[src/rtl/mac_result_collector.sv]
// mac_result_collector
// Watches the running accumulator of an upstream 8-bit MAC. On `start` it
// snapshots the accumulator as a base. It then counts `len` products and
// captures the accumulator delta, which is one dot product. Each result is
// queued in a small first-word-fall-through FIFO for a valid/ready consumer.
//
// Handshake: a result transfers at a rising edge where res_valid and
// res_ready are both 1. res_valid depends only on FIFO occupancy, never on
// res_ready. res_data is held stable while res_valid=1 and no pop occurs.
//
// DEPTH must be a power of two >= 2, so the pointers wrap naturally.
module mac_result_collector #(
  parameter int DEPTH = 4,
  parameter int LEN_W = 4
) (
  input  logic                       clk,
  input  logic                       reset,
  input  logic [15:0]                mac_out,
  input  logic                       start,
  input  logic [LEN_W-1:0]           len,
  input  logic                       ovf_clr,
  input  logic                       res_ready,
  output logic [15:0]                res_data,
  output logic                       res_valid,
  output logic                       busy,
  output logic                       overflow,
  output logic [$clog2(DEPTH):0]     count,
  output logic [1:0]                 state_dbg
);

  localparam int AW = $clog2(DEPTH);
  localparam int CW = AW + 1;

  typedef enum logic [1:0] {
    IDLE  = 2'd0,
    COUNT = 2'd1,
    STORE = 2'd2
  } state_t;

  state_t state, state_nxt;

  logic [LEN_W-1:0] cnt;
  logic [LEN_W-1:0] len_q;
  logic [15:0]      base;
  logic [15:0]      result;

  logic [15:0]      mem [DEPTH];
  logic [AW-1:0]    wr_ptr;
  logic [AW-1:0]    rd_ptr;

  logic push, pop, full, push_ok, drop, last;

  assign last      = (cnt == len_q);
  assign push      = (state == STORE);
  assign full      = (count == CW'(DEPTH));
  assign pop       = res_valid && res_ready;
  // A full FIFO still accepts the push when the head leaves at the same edge.
  assign push_ok   = push && (!full || pop);
  assign drop      = push && full && !pop;

  assign res_valid = (count != '0);
  assign res_data  = mem[rd_ptr];
  assign busy      = (state != IDLE);
  assign state_dbg = state;

  // State register; reset aborts any collection in flight.
  always_ff @(posedge clk or negedge reset) begin
    if (!reset) state <= IDLE;
    else        state <= state_nxt;
  end

  // Next-state logic; start outside IDLE is simply ignored.
  always_comb begin
    state_nxt = state;
    case (state)
      IDLE:    if (start) state_nxt = COUNT;
      COUNT:   if (last)  state_nxt = STORE;
      STORE:   state_nxt = IDLE;
      default: state_nxt = IDLE;
    endcase
  end

  // Collection datapath: snapshot base, count products, capture the delta.
  always_ff @(posedge clk or negedge reset) begin
    if (!reset) begin
      cnt    <= '0;
      len_q  <= '0;
      base   <= '0;
      result <= '0;
    end else begin
      case (state)
        IDLE: begin
          if (start) begin
            base  <= mac_out;
            // A zero length is treated as a single product.
            len_q <= (len == '0) ? LEN_W'(1) : len;
            cnt   <= LEN_W'(1);
          end
        end
        COUNT: begin
          if (last) result <= mac_out - base;
          else      cnt    <= cnt + LEN_W'(1);
        end
        default: ;
      endcase
    end
  end

  // FIFO storage and pointers.
  always_ff @(posedge clk or negedge reset) begin
    if (!reset) begin
      for (int i = 0; i < DEPTH; i++) mem[i] <= '0;
      wr_ptr <= '0;
      rd_ptr <= '0;
    end else begin
      if (push_ok) begin
        mem[wr_ptr] <= result;
        wr_ptr      <= wr_ptr + AW'(1);
      end
      if (pop) rd_ptr <= rd_ptr + AW'(1);
    end
  end

  // Occupancy: unchanged when push and pop coincide.
  always_ff @(posedge clk or negedge reset) begin
    if (!reset) begin
      count <= '0;
    end else begin
      if (push_ok && !pop)      count <= count + CW'(1);
      else if (pop && !push_ok) count <= count - CW'(1);
    end
  end

  // Sticky overflow; a new drop wins over a same-edge clear.
  always_ff @(posedge clk or negedge reset) begin
    if (!reset)       overflow <= 1'b0;
    else if (drop)    overflow <= 1'b1;
    else if (ovf_clr) overflow <= 1'b0;
  end

endmodule

[config.mk]
export PLATFORM = sky130hd
export DESIGN_NAME = mac_result_collector
export DESIGN_NICKNAME = d
export VERILOG_FILES = /design/src/rtl/mac_result_collector.sv
export SDC_FILE = /design/constraint.sdc
export NUM_CORES = 1
export LEC_CHECK = 0
export ABC_AREA = 0
export CORE_MARGIN = 8
export CORE_UTILIZATION = 55
export CTS_CLUSTER_DIAMETER = 40
export DETAILED_ROUTE_END_ITERATION = 8
export MAX_ROUTING_LAYER = met4
export PLACE_DENSITY = 0.77
export SLEW_MARGIN = 15
export SYNTH_ARGS = -nofsm -noshare
export SYNTH_HDL_FRONTEND = slang
export SYNTH_SLANG_ARGS = --single-unit
export TNS_END_PERCENT = 1
[constraint.sdc]
create_clock -name clk -period 2.5 [get_ports clk]
set_input_delay 0.375 -clock clk [delete_from_list [all_inputs] [get_ports clk]]
set_output_delay 0.375 -clock clk [all_outputs]
set_load 0.02 [all_outputs]
Word level (Yosys, flattened, before mapping)
Index checks and enable logic that the tools add are counted.
{ "totals": {"reg_bits": 114, "in_bits": 25, "elab_cells": 70, "out_inout_bits": 24} }
{ "classes": {"mux": 17, "addsub": 6, "bitwise": 2, "magnitude_cmp": 3, "n_reduce_logical": 22, "n_eq_ne": 7} }
{ "op_table": {"columns": ["cell", "count"], "rows": [
  ["64-bit bitwise mux", 1],
  ["16-bit 2-to-1 mux", 3],
  ["16-bit binary-select mux with 2-bit select", 1],
  ["16-bit demux with 2-bit select", 1],
  ["16-bit subtractor", 1],
  ["4-bit 2-to-1 mux", 3],
  ["4-bit one-hot mux with 2 select lines", 1],
  ["2-bit nonzero test", 4],
  ["1-bit logical AND", 7],
  ["3-bit >= comparator (second input constant)", 2],
  ["3-bit 2-to-1 mux", 2],
  ["2-bit inequality test (second input constant)", 3],
  ["2-bit inverter with 3-bit output", 2],
  ["2-bit AND reduction", 3],
  ["2-bit by 1-bit adder with 2-bit output (second input constant)", 2],
  ["4-bit by 1-bit adder with 4-bit output (second input constant)", 1],
  ["4-bit == test", 1],
  ["4-bit zero test", 1],
  ["2-bit 2-to-1 mux", 2],
  ["2-bit one-hot mux with 2 select lines", 1],
  ["3-bit by 1-bit adder with 3-bit output (second input constant)", 1],
  ["3-bit == test (second input constant)", 1],
  ["1-bit zero test", 3],
  ["3-bit by 1-bit less-than comparator with 1-bit output (second input constant)", 1],
  ["8 further kinds", 9]
]} }

Longest topological paths before layout
{ "depth": {"ltp_word": 8, "ltp_mapped": 9, "ltp_nobuf": 9} }

Least setup slack after synthesis
OpenSTA, ideal clock, no wires.
{ "synth_timing": {"path_type": "flip-flop to flip-flop", "start": "register count[0]", "end": "register count[2]", "path_slack_ps": 278, "stages_incl_launch_ff": 9, "synth_period_minus_slack_ps": 2222, "path_buffers": 0, "setup_time_ps": 80, "required_ps": 2420, "t_arrival_ps": 2142, "path_cell_list": "dfrtp_1 > or3_1 > nand2_1 > ha_1 > inv_1 > fa_1 > xor2_1 > nor2_1 > xor2_1"} }
{ "synth_via": {"elab_chain_cells": 7, "word_cells_on_any_way": 15, "cone_classes": "2 x add/sub; 1 x eq/ne; 2 x mux; 10 x reduce/logical"} }
{ "synth_rtl": {"columns": ["element", "line_no", "rtl"], "rows": [
  ["from (decl)", "27", "output logic [$clog2(DEPTH):0] count,"],
  ["from (signal assigned)", "129", "if (push_ok && !pop) count <= count + CW'(1);"],
  ["from (signal assigned)", "130", "else if (pop && !push_ok) count <= count - CW'(1);"],
  ["3-bit nonzero test *", "61", "assign res_valid = (count != '0);"],
  ["via res_valid", "24", "output logic res_valid,"],
  ["1-bit logical AND *", "56", "assign pop = res_valid && res_ready;"],
  ["1-bit logical OR", "58", "assign push_ok = push && (!full || pop);"],
  ["1-bit logical AND", "58", null],
  ["1-bit zero test", "130", null],
  ["1-bit logical AND", "130", null],
  ["2-bit nonzero test (no line)", null, null]
]} }
The timed path passes the listed nets; every way through them passes the cells marked *. The select of a mux whose other input is x is not followed.
A chain may end at the register's enable or synchronous reset.

Final worst setup path
{ "layout_timing": {"start": "register rd_ptr[0]", "end": "output res_data[8]"} }
{ "layout_via": {"elab_chain_cells": 4} }
{ "layout_rtl": {"columns": ["element", "line_no", "rtl"], "rows": [
  ["from (decl)", "49", "logic [AW-1:0] rd_ptr;"],
  ["from (signal assigned)", "120", "if (pop) rd_ptr <= rd_ptr + AW'(1);"],
  ["2-bit inverter with 3-bit output (implied by the code)", "62", "assign res_data = mem[rd_ptr];"],
  ["16-bit binary-select mux with 2-bit select", "62", null],
  ["16-bit 2-to-1 mux (implied by the code) (2 in a row)", "62", null],
  ["to (decl)", "23", "output logic [15:0] res_data,"]
]} }
Every way passes these cells. The select of a mux whose other input is x is not followed.

==> flow_summary.ini <==
[power]
power_per_cell_area_nw_per_um2 = 1250
switching_power_mw = 2.97
intPower_mw = 5.56
pwr-share-clk_pct = 25.7
finalPower_mw = 8.52
p_leak_nw = 3.36
seq_power_share_pct = 35.7
swShare_pct = 34.8
p_comb_share_pct = 38.6
peakVddDrop_uv = 556

[timing]
fin_crit_ns = 2.35
tns_ns = 0
drv_slew = 0
rsz0062_at_grt = no
max_freq_mhz = 425
finalHoldViolations = 0
setup_viol = 0
clock_skew_ns = 0.00749
fin_crit_sh_pct = 94.2
holdWs_ns = 0.398
maxSlewHeadroom_pct = 64.7
worst_slack_ns = 0.146
worst_slew_pin_slew_ns = 0.528

[layout]
multiInputGateArea_um2 = 2580
seq_area_um2 = 2850
num-nets-final = 565
fillers = 767
syn_to_final_growth_pct = 22.0
fin_util_pct = 67.7
layout-drive-gt1-share_pct = 18.9
n_antenna_cell = 0

[critical_path]
rr_endpoint = count[2]
critPathKind = reg2out
worstPathMaxFanout = 18
arrival_ns = 1.98
worstSetupStartpointType = flip-flop
rr_startpoint = count[0]
rr_worst_depth = 8
rrSetupSlack_ns = 0.34
required_ns = 2.12
crit_path_end_kind = output pin

[logic_synthesis]
synth_flop_cell = dfrtp_1
postSynthAreaPerCell_um2 = 12.4
synth_nets = 500
synth_seq_area_share_pct = 50.9
async_reset_ff_share_pct = 100
synth.cell_area_um2 = 5600
ys_ff_latch = 114
syn_inst = 452
synth_edf_count = 0
synth_cell_type_count = 46
yosysWarnings = 0

[global_routing]
grt_usage_pct = 17.6
grt_antenna_before_repair = 0
grt_start_max_net_pins = 68
grt_pass1_wl_um = 18100
overflow = 0
grt_pass1_vias = 3765

[clock_network]
cts_root_buffer = clkbuf_8
clkLatencyLatePin_ns = 0.51
path_clk_slew_ns = 0.05
clock_path_buffers = 2
cts_htree_levels = 4
clkSinkCount = 114
cts_tree = done
numCtsBuffers = 17

[floorplan]
initial_utilization_pct = 55.5
die_w_um = 117
dieArea_um2 = 13700
fp.dieH_um = 117
core_area_um2 = 10100
rows = 37
io_pins = 49

[placement]
portBuffers = 48
pre_cts_ws_ns = -0.0765
dp_hpwl_um = 7340
gp_congestion = 0.842

[route]
routed_wl_um = 10500
vias_per_cell = 5.42
wire_per_inst_um = 15.8
dr.pass1.iters = 4
drt-initial-drc-count = 161
vias = 3607
drtAntennaViolNets = 0
drc = 0

[hold_path]
hp-class = in2async

[job]
cap_violations = 0

[outcome]
status = finished clean
## worst max-delay path: stages, from the launching register on
cell	delay, ns
dfrtp_1	0.37
buf_12	0.20
mux4_2	0.55
dlygate4sd2_1	0.34
## placed cells by master, fill, tap and decap left out, types with 3 or more instances in the layout
cell type,count
dfrtp_1,114
nand2_1,42
mux2_1,40
o21ai_0,31
clkdlybuf4s50_1,31
mux2_2,30
inv_1,23
ha_1,21
a21oi_1,18
nor2_1,17
mux4_2,16
clkbuf_16,16
dlygate4sd2_1,16
xnor2_1,12
xor2_1,12
buf_4,12
clkbuf_8,6
a21o_1,5
nand2_4,4
clkinv_2,4
clkbuf_1,4
nor2b_1,3
nor3_1,3
nand3_1,3
o211ai_1,3
o21ai_1,3
and3_1,3
nand4_1,3
a31oi_1,3
## cell usage after synthesis, types with 2 or more instances
| library cell | number | area share [%] |
|---|---|---|
| a21o_1 | 5 | 0.67 |
| a21oi_1 | 18 | 1.6 |
| a31oi_1 | 3 | 0.34 |
| and2_1 | 2 | 0.22 |
| and3_1 | 3 | 0.34 |
| buf_2 | 5 | 0.45 |
| buf_4 | 5 | 0.67 |
| clkbuf_1 | 6 | 0.40 |
| dfrtp_1 | 114 | 51 |
| fa_1 | 2 | 0.72 |
| ha_1 | 21 | 4.7 |
| inv_1 | 23 | 1.5 |
| mux2_1 | 40 | 8.0 |
| mux2_2 | 30 | 6.0 |
| mux4_2 | 16 | 6.4 |
| nand2_1 | 42 | 2.8 |
| nand2_4 | 4 | 0.80 |
| nand2b_1 | 2 | 0.22 |
| nand3_1 | 3 | 0.27 |
| nand4_1 | 3 | 0.34 |
| nor2_1 | 18 | 1.2 |
| nor2b_1 | 3 | 0.34 |
| nor3_1 | 3 | 0.27 |
| o211ai_1 | 3 | 0.40 |
| o21a_1 | 2 | 0.27 |
| o21ai_0 | 31 | 2.8 |
| o21ai_1 | 3 | 0.27 |
| o311ai_1 | 2 | 0.31 |
| xnor2_1 | 12 | 1.9 |
| xor2_1 | 12 | 1.9 |
## per-stage QoR
stage	std cells	instance area [um2]
3_5_place_dp	633	6290
6_report	665	6830
5_1_grt	665	6830
4_1_cts	665	6830
2_1_floorplan	452	5600
3_3_place_gp	633	6290
## area by class of cell
type                    instances  area share (%)
flip-flops and latches        114            41.8
multi-input cells             298            37.8
repair buffers                 62            8.65
clock buffers                  26            7.29
well taps                     136            2.49
inverters                      24            1.32
clock inverters                 5           0.733
## per-layer routing
| layer | vias to the layer above | GRT usage [%] | routed length (um) |
|---|---|---|---|
| li1 | 1729 | - | - |
| met2 | 58 | 27.1 | 5230 |
| met4 | 0 | 6.74 | 155 |
| met3 | 16 | 4.10 | 386 |
| met5 | - | - | 0 |
| met1 | 1804 | 22.4 | 4750 |
## timing repair
| item | CTS | global route |
|---|---|---|
| setup buffers | 0 | 0 |
| hold buffers | 1 | 0 |
| endpoints found under the hold margin | 37 | 0 |
| endpoints found under the setup margin | 16 | 0 |
| resized for setup | 16 | 0 |
## power by group through the flow
stage	clock network [mW]	logic, mW	registers (mW)
6_report	2.19	3.29	3.04
3_5_place_dp	0	3.39	3.07
2_1_floorplan	0	2.42	2.94
3_3_place_gp	0	3.28	3.02
4_1_cts	2.24	3.34	3.05
5_1_grt	2.33	3.66	3.14
## sequential cells by signal, indices dropped and copies added (netlist names)
signal	flops
mem	64
base	16
result	16
cnt	4
len_q	4
count	3
rd_ptr	2
state_dbg	2
wr_ptr	2
overflow	1
## logic make-up after synthesis
| kind of cell | after synthesis | synth area share, % |
|---|---|---|
| AOI/OAI and AO/OA | 73 | 7.78 |
| xor gates and xnor gates | 24 | 3.75 |
| adders and majority gates | 23 | 5.41 |
| buffers and inverters | 40 | 3.13 |
| DFF | 114 | 50.9 |
| muxes | 87 | 20.7 |
| and+or+nand+nor | 91 | 8.29 |
## worst max-delay path by stage
stage                           from          end  slack (ns)  cells after the start
final                      rd_ptr[0]  res_data[8]        0.15                      3
after global routing       rd_ptr[0]  res_data[8]        0.08                      3
after CTS                  rd_ptr[0]  res_data[8]        0.11                      3
after detailed placement  mac_out[0]   result[12]       -0.08                     10
after global placement    mac_out[0]   result[12]       -0.04                     10
after floorplan             count[0]     count[2]        0.28                      8
Power figures use the tool's default switching activity.
